**src/rtl/wavetable_xfade_mv_pkg.sv**
```systemverilog
// Shared widths, mirror-mode encodings and mode decoding for the wavetable
// crossfade generator.
package wavetable_pkg;

  localparam int SAMPLE_W = 8;
  localparam int PHASE_W  = 7;
  localparam int WFM_W    = 8;
  localparam int FACTOR_W = 8;
  localparam int VOICES   = 4;
  localparam int VID_W    = (VOICES > 1) ? $clog2(VOICES) : 1;

  typedef enum logic [1:0] {
    MIR_ODD    = 2'd0,
    MIR_EVEN   = 2'd1,
    MIR_REPEAT = 2'd2
  } mirror_e;

  // The unused encoding 3 behaves as odd symmetry.
  function automatic mirror_e decode_mirror(input logic [1:0] mode);
    return (mode == 2'd3) ? MIR_ODD : mirror_e'(mode);
  endfunction

endpackage

```
**src/rtl/wavetable_xfade_mv_if.sv**
```systemverilog
// Beat-in / sample-out bundle between the NCO, the generator and the mixer.
interface wavetable_xfade_mv_if #(
  parameter int SAMPLE_W = wavetable_pkg::SAMPLE_W,
  parameter int PHASE_W  = wavetable_pkg::PHASE_W,
  parameter int WFM_W    = wavetable_pkg::WFM_W,
  parameter int FACTOR_W = wavetable_pkg::FACTOR_W,
  parameter int VOICES   = wavetable_pkg::VOICES
);
  import wavetable_pkg::*;

  localparam int VID_W = (VOICES > 1) ? $clog2(VOICES) : 1;

  logic                phase_dv;
  logic [PHASE_W-1:0]  phase;
  logic [VID_W-1:0]    voice_in;
  logic [WFM_W-1:0]    wfm_num_l;
  logic [WFM_W-1:0]    wfm_num_r;
  logic [FACTOR_W-1:0] factor;
  logic [1:0]          mirror_mode;

  logic [SAMPLE_W-1:0] sample_out;
  logic                sample_out_dv;
  logic [VID_W-1:0]    voice_out;
  logic                frame_dv;

  modport master (
    output phase_dv, phase, voice_in, wfm_num_l, wfm_num_r, factor, mirror_mode,
    input  sample_out, sample_out_dv, voice_out, frame_dv
  );

  modport slave (
    input  phase_dv, phase, voice_in, wfm_num_l, wfm_num_r, factor, mirror_mode,
    output sample_out, sample_out_dv, voice_out, frame_dv
  );

endinterface

```
**src/rtl/wavetable_rom_dp.sv**
```systemverilog
// Dual-port synchronous wavetable ROM, one half-period per waveform.
// Table 0 is a ramp (4*i), table 1 a constant 200, all others silent.
module wavetable_rom_dp #(
  parameter int SAMPLE_W = wavetable_pkg::SAMPLE_W,
  parameter int PHASE_W  = wavetable_pkg::PHASE_W,
  parameter int WFM_W    = wavetable_pkg::WFM_W
) (
  input  logic                clk,
  input  logic                re_a,
  input  logic [PHASE_W-2:0]  addr_sample_a,
  input  logic [WFM_W-1:0]    addr_wfm_a,
  output logic [SAMPLE_W-1:0] data_a,
  input  logic                re_b,
  input  logic [PHASE_W-2:0]  addr_sample_b,
  input  logic [WFM_W-1:0]    addr_wfm_b,
  output logic [SAMPLE_W-1:0] data_b
);

  function automatic logic [SAMPLE_W-1:0] table_word(input logic [WFM_W-1:0]   wfm,
                                                     input logic [PHASE_W-2:0] idx);
    logic [SAMPLE_W-1:0] word;
    word = '0;
    if (wfm == WFM_W'(0)) begin
      word = SAMPLE_W'({idx, 2'b00});
    end else if (wfm == WFM_W'(1)) begin
      word = SAMPLE_W'(200);
    end
    return word;
  endfunction

  always_ff @(posedge clk) begin
    if (re_a) data_a <= table_word(addr_wfm_a, addr_sample_a);
    if (re_b) data_b <= table_word(addr_wfm_b, addr_sample_b);
  end

endmodule

```
**src/rtl/wavetable_xfade_mv.sv**
```systemverilog
// Three-stage voice-tagged wavetable generator: table read with symmetry
// folding, per-side weighting, then sum-and-scale to the output sample.
module wavetable_xfade_mv #(
  parameter int SAMPLE_W = wavetable_pkg::SAMPLE_W,
  parameter int PHASE_W  = wavetable_pkg::PHASE_W,
  parameter int WFM_W    = wavetable_pkg::WFM_W,
  parameter int FACTOR_W = wavetable_pkg::FACTOR_W,
  parameter int VOICES   = wavetable_pkg::VOICES
) (
  input logic                  clk,
  input logic                  rst_n,
  wavetable_xfade_mv_if.slave  bus
);
  import wavetable_pkg::*;

  localparam int VID_W = (VOICES > 1) ? $clog2(VOICES) : 1;
  localparam int IDX_W = PHASE_W - 1;
  localparam int PL_W  = FACTOR_W + SAMPLE_W + 1;
  localparam int PR_W  = FACTOR_W + SAMPLE_W;

  mirror_e             mode_in;
  logic                half_in;
  logic [IDX_W-1:0]    idx_in;
  logic [IDX_W-1:0]    rom_addr;
  logic [SAMPLE_W-1:0] rom_l, rom_r;

  // Odd and even symmetry read the second half-period backwards.
  always_comb begin
    mode_in  = decode_mirror(bus.mirror_mode);
    half_in  = bus.phase[PHASE_W-1];
    idx_in   = bus.phase[IDX_W-1:0];
    rom_addr = (half_in && mode_in != MIR_REPEAT) ? ~idx_in : idx_in;
  end

  wavetable_rom_dp #(
    .SAMPLE_W(SAMPLE_W), .PHASE_W(PHASE_W), .WFM_W(WFM_W)
  ) u_rom (
    .clk          (clk),
    .re_a         (bus.phase_dv),
    .addr_sample_a(rom_addr),
    .addr_wfm_a   (bus.wfm_num_l),
    .data_a       (rom_l),
    .re_b         (bus.phase_dv),
    .addr_sample_b(rom_addr),
    .addr_wfm_b   (bus.wfm_num_r),
    .data_b       (rom_r)
  );

  logic                s1_valid, s1_half;
  mirror_e             s1_mode;
  logic [FACTOR_W-1:0] s1_factor;
  logic [VID_W-1:0]    s1_voice;

  always_ff @(posedge clk or negedge rst_n) begin
    if (!rst_n) begin
      s1_valid  <= 1'b0;
      s1_half   <= 1'b0;
      s1_mode   <= MIR_ODD;
      s1_factor <= '0;
      s1_voice  <= '0;
    end else begin
      s1_valid <= bus.phase_dv;
      if (bus.phase_dv) begin
        s1_half   <= half_in;
        s1_mode   <= mode_in;
        s1_factor <= bus.factor;
        s1_voice  <= bus.voice_in;
      end
    end
  end

  logic                invert;
  logic [SAMPLE_W-1:0] sl, sr;
  logic [FACTOR_W:0]   wl;
  logic [PL_W-1:0]     pl_next;
  logic [PR_W-1:0]     pr_next;

  // Odd symmetry flips the second half about full scale; ~x == max - x.
  always_comb begin
    invert  = s1_half && (s1_mode == MIR_ODD);
    sl      = invert ? ~rom_l : rom_l;
    sr      = invert ? ~rom_r : rom_r;
    wl      = {1'b1, {FACTOR_W{1'b0}}} - {1'b0, s1_factor};
    pl_next = PL_W'(wl) * PL_W'(sl);
    pr_next = PR_W'(s1_factor) * PR_W'(sr);
  end

  logic             s2_valid;
  logic [PL_W-1:0]  s2_pl;
  logic [PR_W-1:0]  s2_pr;
  logic [VID_W-1:0] s2_voice;

  always_ff @(posedge clk or negedge rst_n) begin
    if (!rst_n) begin
      s2_valid <= 1'b0;
      s2_pl    <= '0;
      s2_pr    <= '0;
      s2_voice <= '0;
    end else begin
      s2_valid <= s1_valid;
      if (s1_valid) begin
        s2_pl    <= pl_next;
        s2_pr    <= pr_next;
        s2_voice <= s1_voice;
      end
    end
  end

  logic [PL_W-1:0] sum;
  assign sum = s2_pl + PL_W'(s2_pr);

  // The weights always total 2^FACTOR_W, so the scaled sum fits without clipping.
  always_ff @(posedge clk or negedge rst_n) begin
    if (!rst_n) begin
      bus.sample_out    <= '0;
      bus.sample_out_dv <= 1'b0;
      bus.voice_out     <= '0;
      bus.frame_dv      <= 1'b0;
    end else begin
      bus.sample_out_dv <= s2_valid;
      bus.frame_dv      <= s2_valid && (s2_voice == VID_W'(VOICES - 1));
      if (s2_valid) begin
        bus.sample_out <= SAMPLE_W'(sum >> FACTOR_W);
        bus.voice_out  <= s2_voice;
      end
    end
  end

endmodule

```
**src/flat_wrapper.sv**
```systemverilog
// flat-port wrapper written by rule: the top's interface ports become plain ports
module wavetable_xfade_mv_flat import wavetable_pkg::*;
#(
  parameter int SAMPLE_W = wavetable_pkg::SAMPLE_W,
  parameter int PHASE_W  = wavetable_pkg::PHASE_W,
  parameter int WFM_W    = wavetable_pkg::WFM_W,
  parameter int FACTOR_W = wavetable_pkg::FACTOR_W,
  parameter int VOICES   = wavetable_pkg::VOICES
)
  (clk, rst_n, bus_phase_dv, bus_phase, bus_voice_in, bus_wfm_num_l, bus_wfm_num_r, bus_factor, bus_mirror_mode, bus_sample_out, bus_sample_out_dv, bus_voice_out, bus_frame_dv);
  wavetable_xfade_mv_if #(.SAMPLE_W(SAMPLE_W), .PHASE_W(PHASE_W), .WFM_W(WFM_W), .FACTOR_W(FACTOR_W), .VOICES(VOICES)) bus_i ();
  input logic clk;
  input logic rst_n;
  input wire logic [$bits(bus_i.phase_dv)-1:0] bus_phase_dv;
  input wire logic [$bits(bus_i.phase)-1:0] bus_phase;
  input wire logic [$bits(bus_i.voice_in)-1:0] bus_voice_in;
  input wire logic [$bits(bus_i.wfm_num_l)-1:0] bus_wfm_num_l;
  input wire logic [$bits(bus_i.wfm_num_r)-1:0] bus_wfm_num_r;
  input wire logic [$bits(bus_i.factor)-1:0] bus_factor;
  input wire logic [$bits(bus_i.mirror_mode)-1:0] bus_mirror_mode;
  output wire logic [$bits(bus_i.sample_out)-1:0] bus_sample_out;
  output wire logic [$bits(bus_i.sample_out_dv)-1:0] bus_sample_out_dv;
  output wire logic [$bits(bus_i.voice_out)-1:0] bus_voice_out;
  output wire logic [$bits(bus_i.frame_dv)-1:0] bus_frame_dv;
  assign bus_i.phase_dv = bus_phase_dv;
  assign bus_i.phase = bus_phase;
  assign bus_i.voice_in = bus_voice_in;
  assign bus_i.wfm_num_l = bus_wfm_num_l;
  assign bus_i.wfm_num_r = bus_wfm_num_r;
  assign bus_i.factor = bus_factor;
  assign bus_i.mirror_mode = bus_mirror_mode;
  assign bus_sample_out = bus_i.sample_out;
  assign bus_sample_out_dv = bus_i.sample_out_dv;
  assign bus_voice_out = bus_i.voice_out;
  assign bus_frame_dv = bus_i.frame_dv;
  wavetable_xfade_mv #(.SAMPLE_W(SAMPLE_W), .PHASE_W(PHASE_W), .WFM_W(WFM_W), .FACTOR_W(FACTOR_W), .VOICES(VOICES)) u_core (.clk(clk), .rst_n(rst_n), .bus(bus_i));
endmodule
```
**config.mk**
```make
export PLATFORM = sky130hd
export DESIGN_NAME = wavetable_xfade_mv_flat
export DESIGN_NICKNAME = d
export VERILOG_FILES = /design/src/rtl/wavetable_xfade_mv_pkg.sv /design/src/rtl/wavetable_xfade_mv_if.sv /design/src/rtl/wavetable_rom_dp.sv /design/src/rtl/wavetable_xfade_mv.sv /design/src/flat_wrapper.sv
export SDC_FILE = /design/constraint.sdc
export NUM_CORES = 1
export LEC_CHECK = 0
export ABC_AREA = 1
export CORE_ASPECT_RATIO = 1.4
export CORE_MARGIN = 3
export CORE_UTILIZATION = 50
export DETAILED_ROUTE_END_ITERATION = 10
export GPL_TIMING_DRIVEN = 0
export PLACE_DENSITY_LB_ADDON = 0.12
export SETUP_SLACK_MARGIN = 0.2
export SLEW_MARGIN = 20
export SYNTH_ARGS = -nofsm -noshare
export SYNTH_HDL_FRONTEND = slang
export SYNTH_SLANG_ARGS = --single-unit
```
**constraint.sdc**
```tcl
create_clock -name clk -period 6.3 [get_ports clk]
set_input_delay 0.945 -clock clk [delete_from_list [all_inputs] [get_ports clk]]
set_output_delay 0.945 -clock clk [all_outputs]
set_load 0.02 [all_outputs]
```
==> load_flow_metrics.sql, run 1 <==
INSERT INTO impl_metrics (metric_group, metric, value, unit) VALUES
('placement', 'placement.io_buffers', '49', ''),
('logic_synthesis', 'synth.most_common_cell', 'sky130_fd_sc_hd__nand2_1', ''),
('sta', 'slew_margin_rel', '0.4837', ''),
('outcome', 'run_status', 'finished clean', ''),
('cts', 'post_cts_resized', '0', ''),
('detailed_routing', 'route.final.wire_length', '19.17', 'mm'),
('cts', 'cts_inserted_buffers', '9', ''),
('critical_path', 'timing.rr.start', 'u_core.s1_factor[0]$_DFFE_PN0P_', ''),
('critical_path', 'r2r_cells', '24', ''),
('logic_synthesis', 'synth_seq_area_share', '0.2219', ''),
('final_layout', 'fin_nets', '1372', ''),
('grt', 'groute.usage.overall', '0.2236', ''),
('detailed_routing', 'dr.pass1.iters', '5', ''),
('critical_path', 'reg2reg_setup_slack', '0.90', 'ns'),
('sta', 'worst-slew-pin-transition', '0.7718', 'ns'),
('sta', 'final.period_utilization', '0.8569', ''),
('die', 'die_y', '159.3', 'um'),
('logic_synthesis', 'synth_top_area_share', '0.1837', ''),
('detailed_routing', 'post_route_antenna_net_violation_count', '0', ''),
('power', 'leakagePower', '5.069', 'nW'),
('critical_path', 'worstSetupStartpoint', 'u_core.s1_factor[0]$_DFFE_PN0P_', ''),
('logic_synthesis', 'synth_area_leaders', 'sky130_fd_sc_hd__fa_1 18%, sky130_fd_sc_hd__dfrtp_1 18%, sky130_fd_sc_hd__nand2_1 13%', ''),
('power', 'power.density_cell_area', '473.8', 'nW/um^2'),
('logic_synthesis', 'synth.net_count', '1311', ''),
('hold_path', 'hold_path.class', 'reg -> reg', ''),
('die', 'boundaryPins', '50', ''),
('sta', 'finClkSkew', '0.004310', 'ns'),
('logic_synthesis', 'syn-instance-count', '1110', ''),
('final_layout', 'antennaDiodeCount', '0', ''),
('critical_path', 'crit_path_top_delay_cell', 'sky130_fd_sc_hd__fa_1', ''),
('grt', 'overflow', '0', ''),
('die', 'core_area', '16310', 'sq um'),
('critical_path', 'worstReg2RegEnd', 'u_core.s2_pl[15]$_DFFE_PN0P_', ''),
('logic_synthesis', 'async_flop_share', '0.8333', ''),
('critical_path', 'cp_common_cell', 'sky130_fd_sc_hd__inv_1', ''),
('critical_path', 'crit_required', '6.58', 'ns'),
('detailed_routing', 'drc', '0', ''),
('final_layout', 'area_growth', '13.14', '%'),
('critical_path', 'timing.setup.critical_path_class', 'reg -> reg', ''),
('cts', 'clkTransAtPathRegs', '0.06', 'ns'),
('grt', 'grt_start_max_net_pins', '37', ''),
('die', 'die_w', '115.5', 'um'),
('logic_synthesis', 'yosys_top_cell_by_area', 'sky130_fd_sc_hd__fa_1', ''),
('cts', 'hold_buffers', '0', ''),
('placement', 'place.gp.congestion', '0.9187', ''),
('cts', 'cts.htree.levels', '3', ''),
('critical_path', 'worst-endpoint-arrival', '5.68', 'ns'),
('cts', 'cts-root-to-sink-buffers', '2', ''),
('flow_run', 'maxCapViolCount', '0', ''),
('sta', 'setup-violations-final', '0', ''),
('detailed_routing', 'drt_first_iter_violations', '230', ''),
('sta', 'rsz0062_at_grt', 'no', ''),
('sta', 'min_period', '5.398', 'ns'),
('logic_synthesis', 'syn_area_per_cell', '7.558', 'sq um'),
('die', 'die-area', '18390', 'sq um'),
('die', 'floorplan.initialDensity', '0.5144', ''),
('die', 'rows', '55', ''),
('logic_synthesis', 'synthesis.area', '8389', 'sq um'),
('cts', 'tritoncts', 'done', ''),
('cts', 'clockRootBuffer', 'sky130_fd_sc_hd__clkbuf_16', ''),
('logic_synthesis', 'yosys_warnings', '0', ''),
('power', 'totalPowerFinal', '0.004497', 'W'),
('detailed_routing', 'viasPerCell', '5.127', ''),
('critical_path', 'slowest_delay', '0.53', 'ns'),
('sta', 'timing.final.max_slew_violations', '0', ''),
('logic_synthesis', 'synth.cells.most_frequent', '294 x sky130_fd_sc_hd__nand2_1, 209 x sky130_fd_sc_hd__inv_1, 154 x sky130_fd_sc_hd__nor2_1', ''),
('logic_synthesis', 'post_synth_edffs', '12', ''),
('logic_synthesis', 'synthesized_flop_and_latch_total', '72', ''),
('cts', 'post-cts-setup-buffer-count', '0', ''),
('sta', 'setup_tns', '0', 'ns'),
('detailed_routing', 'route.detailed.wl_per_inst', '13.94', 'um');
power breakdown:
part	internal, W	switching, W
Clock	0.000376	0.000214
Combinational	0.00122	0.00196
Sequential	0.000612	0.000114
layout make-up:
cell class | instances | area, sq um
fill | 1561 | 6818
multi-input combinational | 811 | 5643
sequential | 72 | 1862
inverter | 213 | 799.5
timing repair buffer | 50 | 508.0
clock buffer | 10 | 250.2
tap | 199 | 249.0
clock inverter | 6 | 95.09
buffer | 14 | 85.08
layer usage:
metal,GRT usage,vias to the layer above,wire length (um)
met5,0,-,0
met4,0.1084,0,879
met3,0.02205,54,524
met2,0.4089,167,10160
met1,0.2539,3285,7610
li1,-,3544,-
logic make-up after synthesis:
| logic type | share of synthesized area |
|---|---|
| compound gates | 0.04862 |
| xor+xnor | 0.04698 |
| fa+ha+maj | 0.3120 |
| buf+inv | 0.1054 |
| flops | 0.2219 |
| simple gates | 0.2650 |
sequential cells by signal, summed over array words and instances, names as in the netlist:
register	cells
u_core.s2_valid	1
u_core.s1_valid	1
u_core.s1_half	1
u_core.s2_voice	2
u_core.s2_pr	16
u_core.bus.voice_out	2
u_core.bus.sample_out	8
u_core.s1_voice	2
u_core.u_rom.data_b	6
u_core.s2_pl	15
u_core.u_rom.data_a	6
u_core.s1_mode	2
u_core.s1_factor	8
u_core.bus.frame_dv	1
u_core.bus.sample_out_dv	1
through the flow:
step                      utilization  cell area (sq um)  std cells  worst slack (ns)  hold WS (ns)
after floorplan                     -               8389       1110             1.663        0.3519
after global placement         0.5597               9129       1358             1.010        0.3539
after detailed placement       0.5608               9146       1359            0.9459        0.3580
after CTS                      0.5820               9492       1375            0.9306        0.3725
after global routing           0.5820               9492       1375            0.4675        0.3894
final                          0.5820               9492       1375            0.9016        0.3726
worst max-delay path: cells and delay by family, from the launching register on:
| kind | cells | cell delay, ns |
|---|---|---|
| flops | 1 | 0.47 |
| compound gates | 2 | 0.31 |
| simple gates | 9 | 0.97 |
| buf+inv | 7 | 0.96 |
| fa+ha+maj | 6 | 2.64 |
layout by cell type (no fill, tap or decap), types with 3 or more instances in the layout:
master,Yosys,routed
sky130_fd_sc_hd__xor2_4,8,8
sky130_fd_sc_hd__o21ai_0,36,36
sky130_fd_sc_hd__a21oi_1,25,25
sky130_fd_sc_hd__inv_6,0,3
sky130_fd_sc_hd__a21o_1,4,4
sky130_fd_sc_hd__nor2_1,154,154
sky130_fd_sc_hd__fa_1,77,77
sky130_fd_sc_hd__ha_1,86,86
sky130_fd_sc_hd__a31oi_1,4,4
sky130_fd_sc_hd__dfrtp_1,60,60
sky130_fd_sc_hd__nand2_1,294,294
sky130_fd_sc_hd__nor3_1,5,5
sky130_fd_sc_hd__nand3_1,66,66
sky130_fd_sc_hd__xnor2_1,10,10
sky130_fd_sc_hd__xor2_1,8,8
sky130_fd_sc_hd__nand4_1,14,14
sky130_fd_sc_hd__clkbuf_16,0,10
sky130_fd_sc_hd__o21bai_1,3,3
sky130_fd_sc_hd__clkdlybuf4s50_1,0,48
sky130_fd_sc_hd__clkbuf_1,10,10
sky130_fd_sc_hd__inv_1,209,209
sky130_fd_sc_hd__edfxtp_1,12,12
sky130_fd_sc_hd__nand3b_1,3,3
worst min path at each step:
stage	from	to	depth (start not counted)
2_1_floorplan	u_core.s2_valid$_DFF_PN0_	u_core.bus.sample_out_dv$_DFF_PN0_	0
3_3_place_gp	u_core.s2_valid$_DFF_PN0_	u_core.bus.sample_out_dv$_DFF_PN0_	0
3_5_place_dp	u_core.s2_valid$_DFF_PN0_	u_core.bus.sample_out_dv$_DFF_PN0_	0
4_1_cts	u_core.s2_valid$_DFF_PN0_	u_core.bus.sample_out_dv$_DFF_PN0_	0
5_1_grt	u_core.s2_valid$_DFF_PN0_	u_core.bus.sample_out_dv$_DFF_PN0_	0
6_report	u_core.s2_valid$_DFF_PN0_	u_core.bus.sample_out_dv$_DFF_PN0_	0
No activity file was read; power rests on OpenSTA's default activity.
==> run 2, diff against run 1 <==
- CAP_MARGIN: not set -> 20
==> results of run 2 <==
Final layout, timing and power as in run 1 (identical DEF).
==> run 3, diff against run 2 <==
- DONT_BUFFER_PORTS: not set -> 1
==> run 3 against run 2 <==
  * Clock-buffer cell count decreased by 1
  * Combinational power fell by 3%
  * Final area shrank 5.5%
  * Non-clock buffer count is 50 lower
  * Register-to-register slack better by 0.08 ns
  * Cell count down 3.6%
  * Sequential power up 5.2%
  * Die area unchanged
  * Core utilization is 3.2 points lower
  * Critical endpoint is now u_core.s2_pl[13]$_DFFE_PN0P_
  * Largest power group unchanged
==> load_flow_metrics.sql, run 3 (synthesized netlist as in run 1, its figures left out) <==
INSERT INTO impl_metrics (metric_group, metric, value, unit) VALUES
('critical_path', 'worst-endpoint-arrival', '5.55', 'ns'),
('final_layout', 'postLayoutCellArea', '8965', 'sq um'),
('cts', 'cts_inserted_buffers', '9', ''),
('cts', 'cts.htree.levels', '3', ''),
('power', 'power.ir.vdd_worst', '0.1919', 'mV'),
('power', 'power.density_cell_area', '490.9', 'nW/um^2'),
('grt', 'antenna_violations_before_repair', '0', ''),
('placement', 'dp.cells', '1309', ''),
('die', 'floorplan.initialDensity', '0.5144', ''),
('critical_path', 'slowest_delay', '0.52', 'ns'),
('critical_path', 'crit_required', '6.53', 'ns'),
('critical_path', 'critPathLaunchType', 'flip-flop', ''),
('cts', 'post-cts-setup-buffer-count', '0', ''),
('cts', 'clockRootBuffer', 'sky130_fd_sc_hd__clkbuf_16', ''),
('final_layout', 'final.fill_count', '1574', ''),
('detailed_routing', 'post_route_antenna_net_violation_count', '0', ''),
('sta', 'setup_tns', '0', 'ns'),
('final_layout', 'largest_registers', 'u_core.s2_pr (16), u_core.s2_pl (15)', ''),
('critical_path', 'worstSetupStartpoint', 'u_core.s1_factor[0]$_DFFE_PN0P_', ''),
('critical_path', 'path_max_fanout', '10', ''),
('final_layout', 'area_growth', '6.861', '%'),
('critical_path', 'timing.setup.critical_path_class', 'reg -> reg', ''),
('sta', 'max_frequency', '0.1880', 'GHz'),
('final_layout', 'fin_nets', '1322', ''),
('detailed_routing', 'via_count', '6782', ''),
('cts', 'cts-root-to-sink-buffers', '2', ''),
('critical_path', 'timing.rr.start', 'u_core.s1_factor[0]$_DFFE_PN0P_', ''),
('die', 'rows', '55', ''),
('placement', 'placement.io_buffers', '0', ''),
('cts', 'insertion_delay', '0.34', 'ns'),
('sta', 'min_period', '5.318', 'ns'),
('die', 'boundaryPins', '50', ''),
('critical_path', 'cp-end-kind', 'flip-flop', ''),
('final_layout', 'mostFrequentLayoutCells', '294 x sky130_fd_sc_hd__nand2_1, 209 x sky130_fd_sc_hd__inv_1, 154 x sky130_fd_sc_hd__nor2_1, 86 x sky130_fd_sc_hd__ha_1, 77 x sky130_fd_sc_hd__fa_1', ''),
('cts', 'hold_buffers', '0', ''),
('sta', 'final.period_utilization', '0.8442', ''),
('placement', 'hpwl', '16.14', 'mm'),
('critical_path', 'reg2reg_setup_slack', '0.98', 'ns'),
('placement', 'place.gp.congestion', '0.9076', ''),
('die', 'die-area', '18390', 'sq um'),
('sta', 'finClkSkew', '0.007697', 'ns'),
('final_layout', 'mostFrequentLayoutCell', 'sky130_fd_sc_hd__nand2_1', ''),
('detailed_routing', 'route.final.wire_length', '18.91', 'mm'),
('outcome', 'run_status', 'finished clean', ''),
('critical_path', 'critical_path.cell_chain', 'inv_1 -> clkbuf_1 -> ha_1 -> inv_1 -> o31ai_1 -> nand2_1 -> inv_1 -> nand2_1 -> fa_1 -> fa_1 -> inv_1 -> fa_1 -> inv_1 -> fa_1 -> inv_1 -> ha_1 -> nand2_1 -> o21ai_0 -> nand2_1 -> nand3_1 -> nand2_1 -> nand3_1 -> nand2_1', ''),
('placement', 'post_detailed_placement_cell_area', '8638', 'sq um'),
('sta', 'timing.final.max_slew_violations', '0', ''),
('final_layout', 'final_cell_count_no_fill', '1325', ''),
('cts', 'post_cts_resized', '0', ''),
('grt', 'overflow', '0', ''),
('grt', 'grt_pass1_wl', '31.94', 'mm'),
('grt', 'grt_start_max_net_pins', '61', ''),
('detailed_routing', 'route.detailed.wl_per_inst', '14.27', 'um'),
('power', 'leakagePower', '4.861', 'nW'),
('grt', 'groute.usage.overall', '0.2185', ''),
('sta', 'setup-violations-final', '0', ''),
('detailed_routing', 'viasPerCell', '5.118', ''),
('die', 'die_y', '159.3', 'um'),
('final_layout', 'post_route_cells_drive_above_1_share', '0.03552', ''),
('flow_run', 'maxCapViolCount', '0', ''),
('sta', 'slew_margin_rel', '0.4894', ''),
('die', 'core_area', '16310', 'sq um'),
('critical_path', 'crit_path_top_delay_cell', 'sky130_fd_sc_hd__fa_1', ''),
('sta', 'worst-slew-pin-transition', '0.7634', 'ns'),
('final_layout', 'largest_register_ffs', '16', ''),
('detailed_routing', 'dr.pass1.iters', '4', ''),
('hold_path', 'hold_path.class', 'in -> async', ''),
('cts', 'tritoncts', 'done', ''),
('cts', 'clkTransAtPathRegs', '0.06', 'ns'),
('sta', 'timing_hold_violations_final', '0', ''),
('final_layout', 'max_flop_register', 'u_core.s2_pr', ''),
('detailed_routing', 'drc', '0', ''),
('final_layout', 'antennaDiodeCount', '0', ''),
('grt', 'grt_pass1_vias', '6928', ''),
('die', 'die_w', '115.5', 'um'),
('detailed_routing', 'drt_first_iter_violations', '212', ''),
('sta', 'rsz0062_at_grt', 'no', ''),
('cts', 'total_clock_sinks', '72', '');
==> run 3: cell types whose count changed in the layout (fill, tap and decap cells not counted), sizes merged <==
cell	previous run	this run
clkdlybuf4s50	48	0
clkbuf	20	19
clkinv	3	4
buf	6	4
==> run 3: cell type report <==
type / count / area, sq um / area share
Buffer: 14 / 85.08 / 0.009491
Clock buffer: 9 / 225.2 / 0.02512
Clock inverter: 7 / 101.3 / 0.01130
Inverter: 213 / 799.5 / 0.08918
Multi-Input combinational cell: 811 / 5643 / 0.6294
Sequential cell: 72 / 1862 / 0.2077
Tap cell: 199 / 249.0 / 0.02777
==> run 3: final timing paths <==
check | end | depth (start not counted)
min in group clk | u_core.bus.sample_out_dv$_DFF_PN0_ | 0
max in group asynchronous | u_core.bus.sample_out[5]$_DFFE_PN0P_ | 0
setup / recovery | u_core.s2_pl[13]$_DFFE_PN0P_ | 23
hold / removal | u_core.bus.sample_out[2]$_DFFE_PN0P_ | 0
hold reg to reg | u_core.bus.sample_out_dv$_DFF_PN0_ | 0
setup reg to reg | u_core.s2_pl[13]$_DFFE_PN0P_ | 23
==> run 3: worst max-delay path, delay by kind of cell (launching register included) <==
kind | cells | cell delay [ns]
fa+ha+maj | 6 | 2.61
compound gates | 2 | 0.42
buf+inv | 7 | 0.95
simple gates | 8 | 0.78
flops | 1 | 0.45
==> run 3: layer usage <==
metal,part of all wire,vias up,global-route usage
met4,0.032,0,0.08863
met2,0.53,138,0.3962
li1,-,3439,-
met3,0.025,36,0.03308
met1,0.42,3169,0.2518
met5,0,-,0
==> run 3: per-stage QoR <==
stage          power [W]  setup WS [ns]    util  hold WS (ns)
3_5_place_dp    0.003844         0.9855  0.5297        0.3595
5_1_grt         0.004990         0.5394  0.5497        0.2784
3_3_place_gp    0.003790          1.003  0.5297        0.3563
6_report        0.004401         0.9817  0.5497        0.3017
4_1_cts         0.004437         0.9915  0.5497        0.2852
2_1_floorplan   0.003164          1.663       -        0.3519
==> run 3: power breakdown <==
group | total (W) | leakage [nW] | switching, W | internal (W)
clock network | 0.000561 | 0.161 | 0.000210 | 0.000351
logic | 0.00308 | 3.85 | 0.00192 | 0.00116
registers | 0.000764 | 0.853 | 0.000152 | 0.000612
total | 0.00440 | 4.86 | 0.00228 | 0.00212
==> RTL change 1: new RTL, settings of run 2 <==
Set the package constant `PHASE_W` to 5 (it was 7).
--- a/src/rtl/wavetable_xfade_mv_pkg.sv
+++ b/src/rtl/wavetable_xfade_mv_pkg.sv
@@ -3,7 +3,7 @@
 package wavetable_pkg;
 
   localparam int SAMPLE_W = 8;
-  localparam int PHASE_W  = 7;
+  localparam int PHASE_W  = 5;
   localparam int WFM_W    = 8;
   localparam int FACTOR_W = 8;
   localparam int VOICES   = 4;
Interface: changed (resized bus_phase); port bits go from 50 to 48. No check against the original RTL was run, so the function may have changed too.
==> RTL change 1 against run 2 <==
Sequential cell count shrank 2; cell area shrank 2.6%; utilization grew 0.29 points; first-iteration DRC count grew 27%; routed wire length shrank 5.2%; synthesized area shrank 2.2%; synthesized cell count grew 1.1%; worst setup slack gained 180 ps; critical path depth shrank 1; non-clock buffer count shrank 1; power shrank 2.5%.
==> RTL change 1: results <==
{
  "p_comb_share_pct": 72.4,
  "wl_met1_um": 7460,
  "tightest_slew_ps": 829.0,
  "arrival_ps": 5500,
  "drive_above_1_share_pct": 3.373,
  "wl_met2_um": 9270,
  "synthesis.nets": 1322,
  "status": "completed",
  "grt_use_total_pct": 21.96,
  "fmax_mhz": 191.5,
  "grt_pass1_wl_um": 31310,
  "grt_pass1_vias": 6857,
  "cellLeakagePower_nw": 5.122,
  "placed_area_um2": 8947,
  "async_flop_share_pct": 85.71,
  "p_sw_share_pct": 51.98,
  "dp_hpwl_um": 15590,
  "synth_cells": 1122,
  "use_met2_pct": 39.73,
  "vias": 6833,
  "dr.pass1.iters": 4,
  "routedWlPerCell_um": 13.15,
  "numPortBuffers": 47,
  "n_fill_cell": 1530,
  "ir_drop_v": 0.0002366,
  "regToRegSetupSlack_ps": 1080,
  "yosysSeqAreaShare_pct": 21.95,
  "synth-compound-area-share_pct": 3.949,
  "max_stage_delay_ps": 510
}
[RTL change 1: cell types whose count changed in the layout (fill, tap and decap cells not counted), sizes merged, moves of 3 or more]
cell / run 2 / this run
clkinv: 3 / 6
nand2: 296 / 327
a31oi: 4 / 1
nand3: 67 / 64
xnor2: 10 / 16
and2: 2 / 5
xor2: 17 / 7
a21oi: 25 / 20
o21ai: 38 / 33
inv: 214 / 244
or2: 1 / 4
nor2: 156 / 120
[RTL change 1: cells by family (layout without fill, tap and decap cells)]
family	count (synthesis)	count (layout)
AOI/OAI and AO/OA	61	61
xor gates and xnor gates	23	23
adders and majority gates	164	164
buffers and inverters	260	324
DFF	70	70
and+or+nand+nor	544	544
[RTL change 1: final cells by class]
class                      count  area, um2  share of cell area [%]
clock buffer                   9      225.2                   2.436
inverter                     245      920.9                   9.959
multi-input combinational    792       5411                   58.53
tap                          196      245.2                   2.652
timing repair buffer          48      495.5                   5.359
clock inverter                 7      73.82                  0.7984
sequential                    70       1802                   19.49
buffer                        15      72.57                  0.7848
==> RTL change 2: new RTL, config.mk and constraints of run 2 <==
Without the edit above. Reset style: synchronous (`rst_n`), changed in 3 clocked blocks.
--- a/src/rtl/wavetable_xfade_mv.sv
+++ b/src/rtl/wavetable_xfade_mv.sv
@@ -51,7 +51,7 @@
   logic [FACTOR_W-1:0] s1_factor;
   logic [VID_W-1:0]    s1_voice;
 
-  always_ff @(posedge clk or negedge rst_n) begin
+  always_ff @(posedge clk) begin
     if (!rst_n) begin
       s1_valid  <= 1'b0;
       s1_half   <= 1'b0;
@@ -90,7 +90,7 @@
   logic [PR_W-1:0]  s2_pr;
   logic [VID_W-1:0] s2_voice;
 
-  always_ff @(posedge clk or negedge rst_n) begin
+  always_ff @(posedge clk) begin
     if (!rst_n) begin
       s2_valid <= 1'b0;
       s2_pl    <= '0;
@@ -110,7 +110,7 @@
   assign sum = s2_pl + PL_W'(s2_pr);
 
   // The weights always total 2^FACTOR_W, so the scaled sum fits without clipping.
-  always_ff @(posedge clk or negedge rst_n) begin
+  always_ff @(posedge clk) begin
     if (!rst_n) begin
       bus.sample_out    <= '0;
       bus.sample_out_dv <= 1'b0;
Behaviour: not the same (a bounded check fails within 4 cycles, from zero or initial values and one cycle with rst_n low; the reset may be asserted at any time).
==> RTL change 2 against run 2 <==
Synthesized area down 0.82%; worst setup slack got worse by 54 ps; routed wire length increased by 6.6%; sequential cell count is the same; cell area down 1.2%; power shrank 33%; utilization fell by 0.47 points; critical endpoint is now u_core.s2_pl[14]; highest routed layer unchanged.
==> RTL change 2: results <==
{
  "tightest_slew_ps": 973.7,
  "use_met2_pct": 42.88,
  "drtIter0Drc": 383,
  "grt_use_met3_pct": 4.030,
  "vias": 7202,
  "arrival_ps": 5700,
  "yosysMostFrequentCell": "inv_1",
  "synthTopCellsByArea": "fa_1 19%, dfxtp_1 14%, ha_1 13%, inv_1 11%, nand2_1 11%",
  "whs_path_depth": 2,
  "grtUsageMet1_pct": 27.67,
  "n_fill_cell": 1597,
  "async_flop_share_pct": 0,
  "status": "completed",
  "synth_common_cells": "243 x inv_1, 238 x nand2_1, 206 x nor2_1",
  "grt_use_total_pct": 23.71,
  "dp_slack_ps": 823.5,
  "synthesis.nets": 1379,
  "ys_types": 39,
  "grt_max_degree": 21,
  "dp_hpwl_um": 17090,
  "gp_congestion": 0.9712,
  "p_sw_share_pct": 47.96,
  "ir_drop_v": 0.0001747,
  "yosysSeqAreaShare_pct": 18.77,
  "cellLeakagePower_nw": 5.011
}
## RTL change 2: cell count changes after synthesis, sizes merged, moves of 6 or more
cell	before	now
dfrtp	60	0
dfxtp	0	60
nor2	156	210
nand2	296	245
inv	211	252
a21oi	25	43
o21ai	38	48
nand3	67	61
xor2	17	23
## RTL change 2: final timing paths
kind | startpoint | slack (ps) | endpoint
setup / recovery | u_core.s1_factor[0] | 850 | u_core.s2_pl[14]
hold / removal | u_core.bus.voice_out[1] | 470 | u_core.bus.voice_out[1]
setup reg to reg | u_core.s1_factor[0] | 850 | u_core.s2_pl[14]
hold reg to reg | u_core.bus.voice_out[1] | 470 | u_core.bus.voice_out[1]
## RTL change 2: cells by family after synthesis
kind of cell / share of synthesized area (%)
DFF: 18.77
and+or+nand+nor: 26.71
AOI/OAI and AO/OA: 6.150
xor gates and xnor gates: 4.226
buffers and inverters: 12.69
adders and majority gates: 31.46
## RTL change 2: through the flow
stage / instances / util (%) / instance area (um2) / hold WS (ps)
final: 1442 / 57.73 / 9375 / 467.2
after global routing: 1442 / 57.73 / 9375 / 504.5
after CTS: 1442 / 57.73 / 9375 / 467.8
after detailed placement: 1426 / 55.79 / 9060 / 456.1
after global placement: 1426 / 55.79 / 9060 / 450.3
after floorplan: 1178 / - / 8320 / 425.0
## RTL change 2: power by group through the flow
| stage | registers (mW) | clock network (mW) | logic, mW |
|---|---|---|---|
| 2_1_floorplan | 0.548 | 0 | 1.44 |
| 6_report | 0.549 | 0.547 | 1.90 |
| 5_1_grt | 0.553 | 0.576 | 2.22 |
| 4_1_cts | 0.549 | 0.557 | 1.92 |
| 3_5_place_dp | 0.558 | 0 | 1.88 |
| 3_3_place_gp | 0.557 | 0 | 1.87 |
## RTL change 2: final cells by class
class | instances | share of cell area [%]
plain buffers | 19 | 0.8808
clock buffers | 11 | 2.709
clock inverters | 5 | 0.6539
inverters | 255 | 10.38
multi-input cells | 832 | 60.83
flip-flops and latches | 72 | 16.66
well taps | 199 | 2.656
repair buffers | 49 | 5.232
## RTL change 2: layer usage
layer / vias to the layer above / wire (um) / part of all wire, %
met1: 3333 / 8522 / 42
li1: 3696 / - / -
met2: 134 / 10560 / 52
met3: 39 / 751 / 3.7
met4: 0 / 597 / 2.9
met5: - / 0 / 0
## RTL change 2: worst max-delay path, delay by kind of cell, from the launching register on
| family | cells | cell delay [ps] |
|---|---|---|
| AND/OR/NAND/NOR | 9 | 1020 |
| adder cells (fa/ha/maj) | 6 | 2620 |
| flip-flops | 1 | 320 |
| AO/OA/AOI/OAI | 2 | 440 |
| buffers and inverters | 7 | 950 |
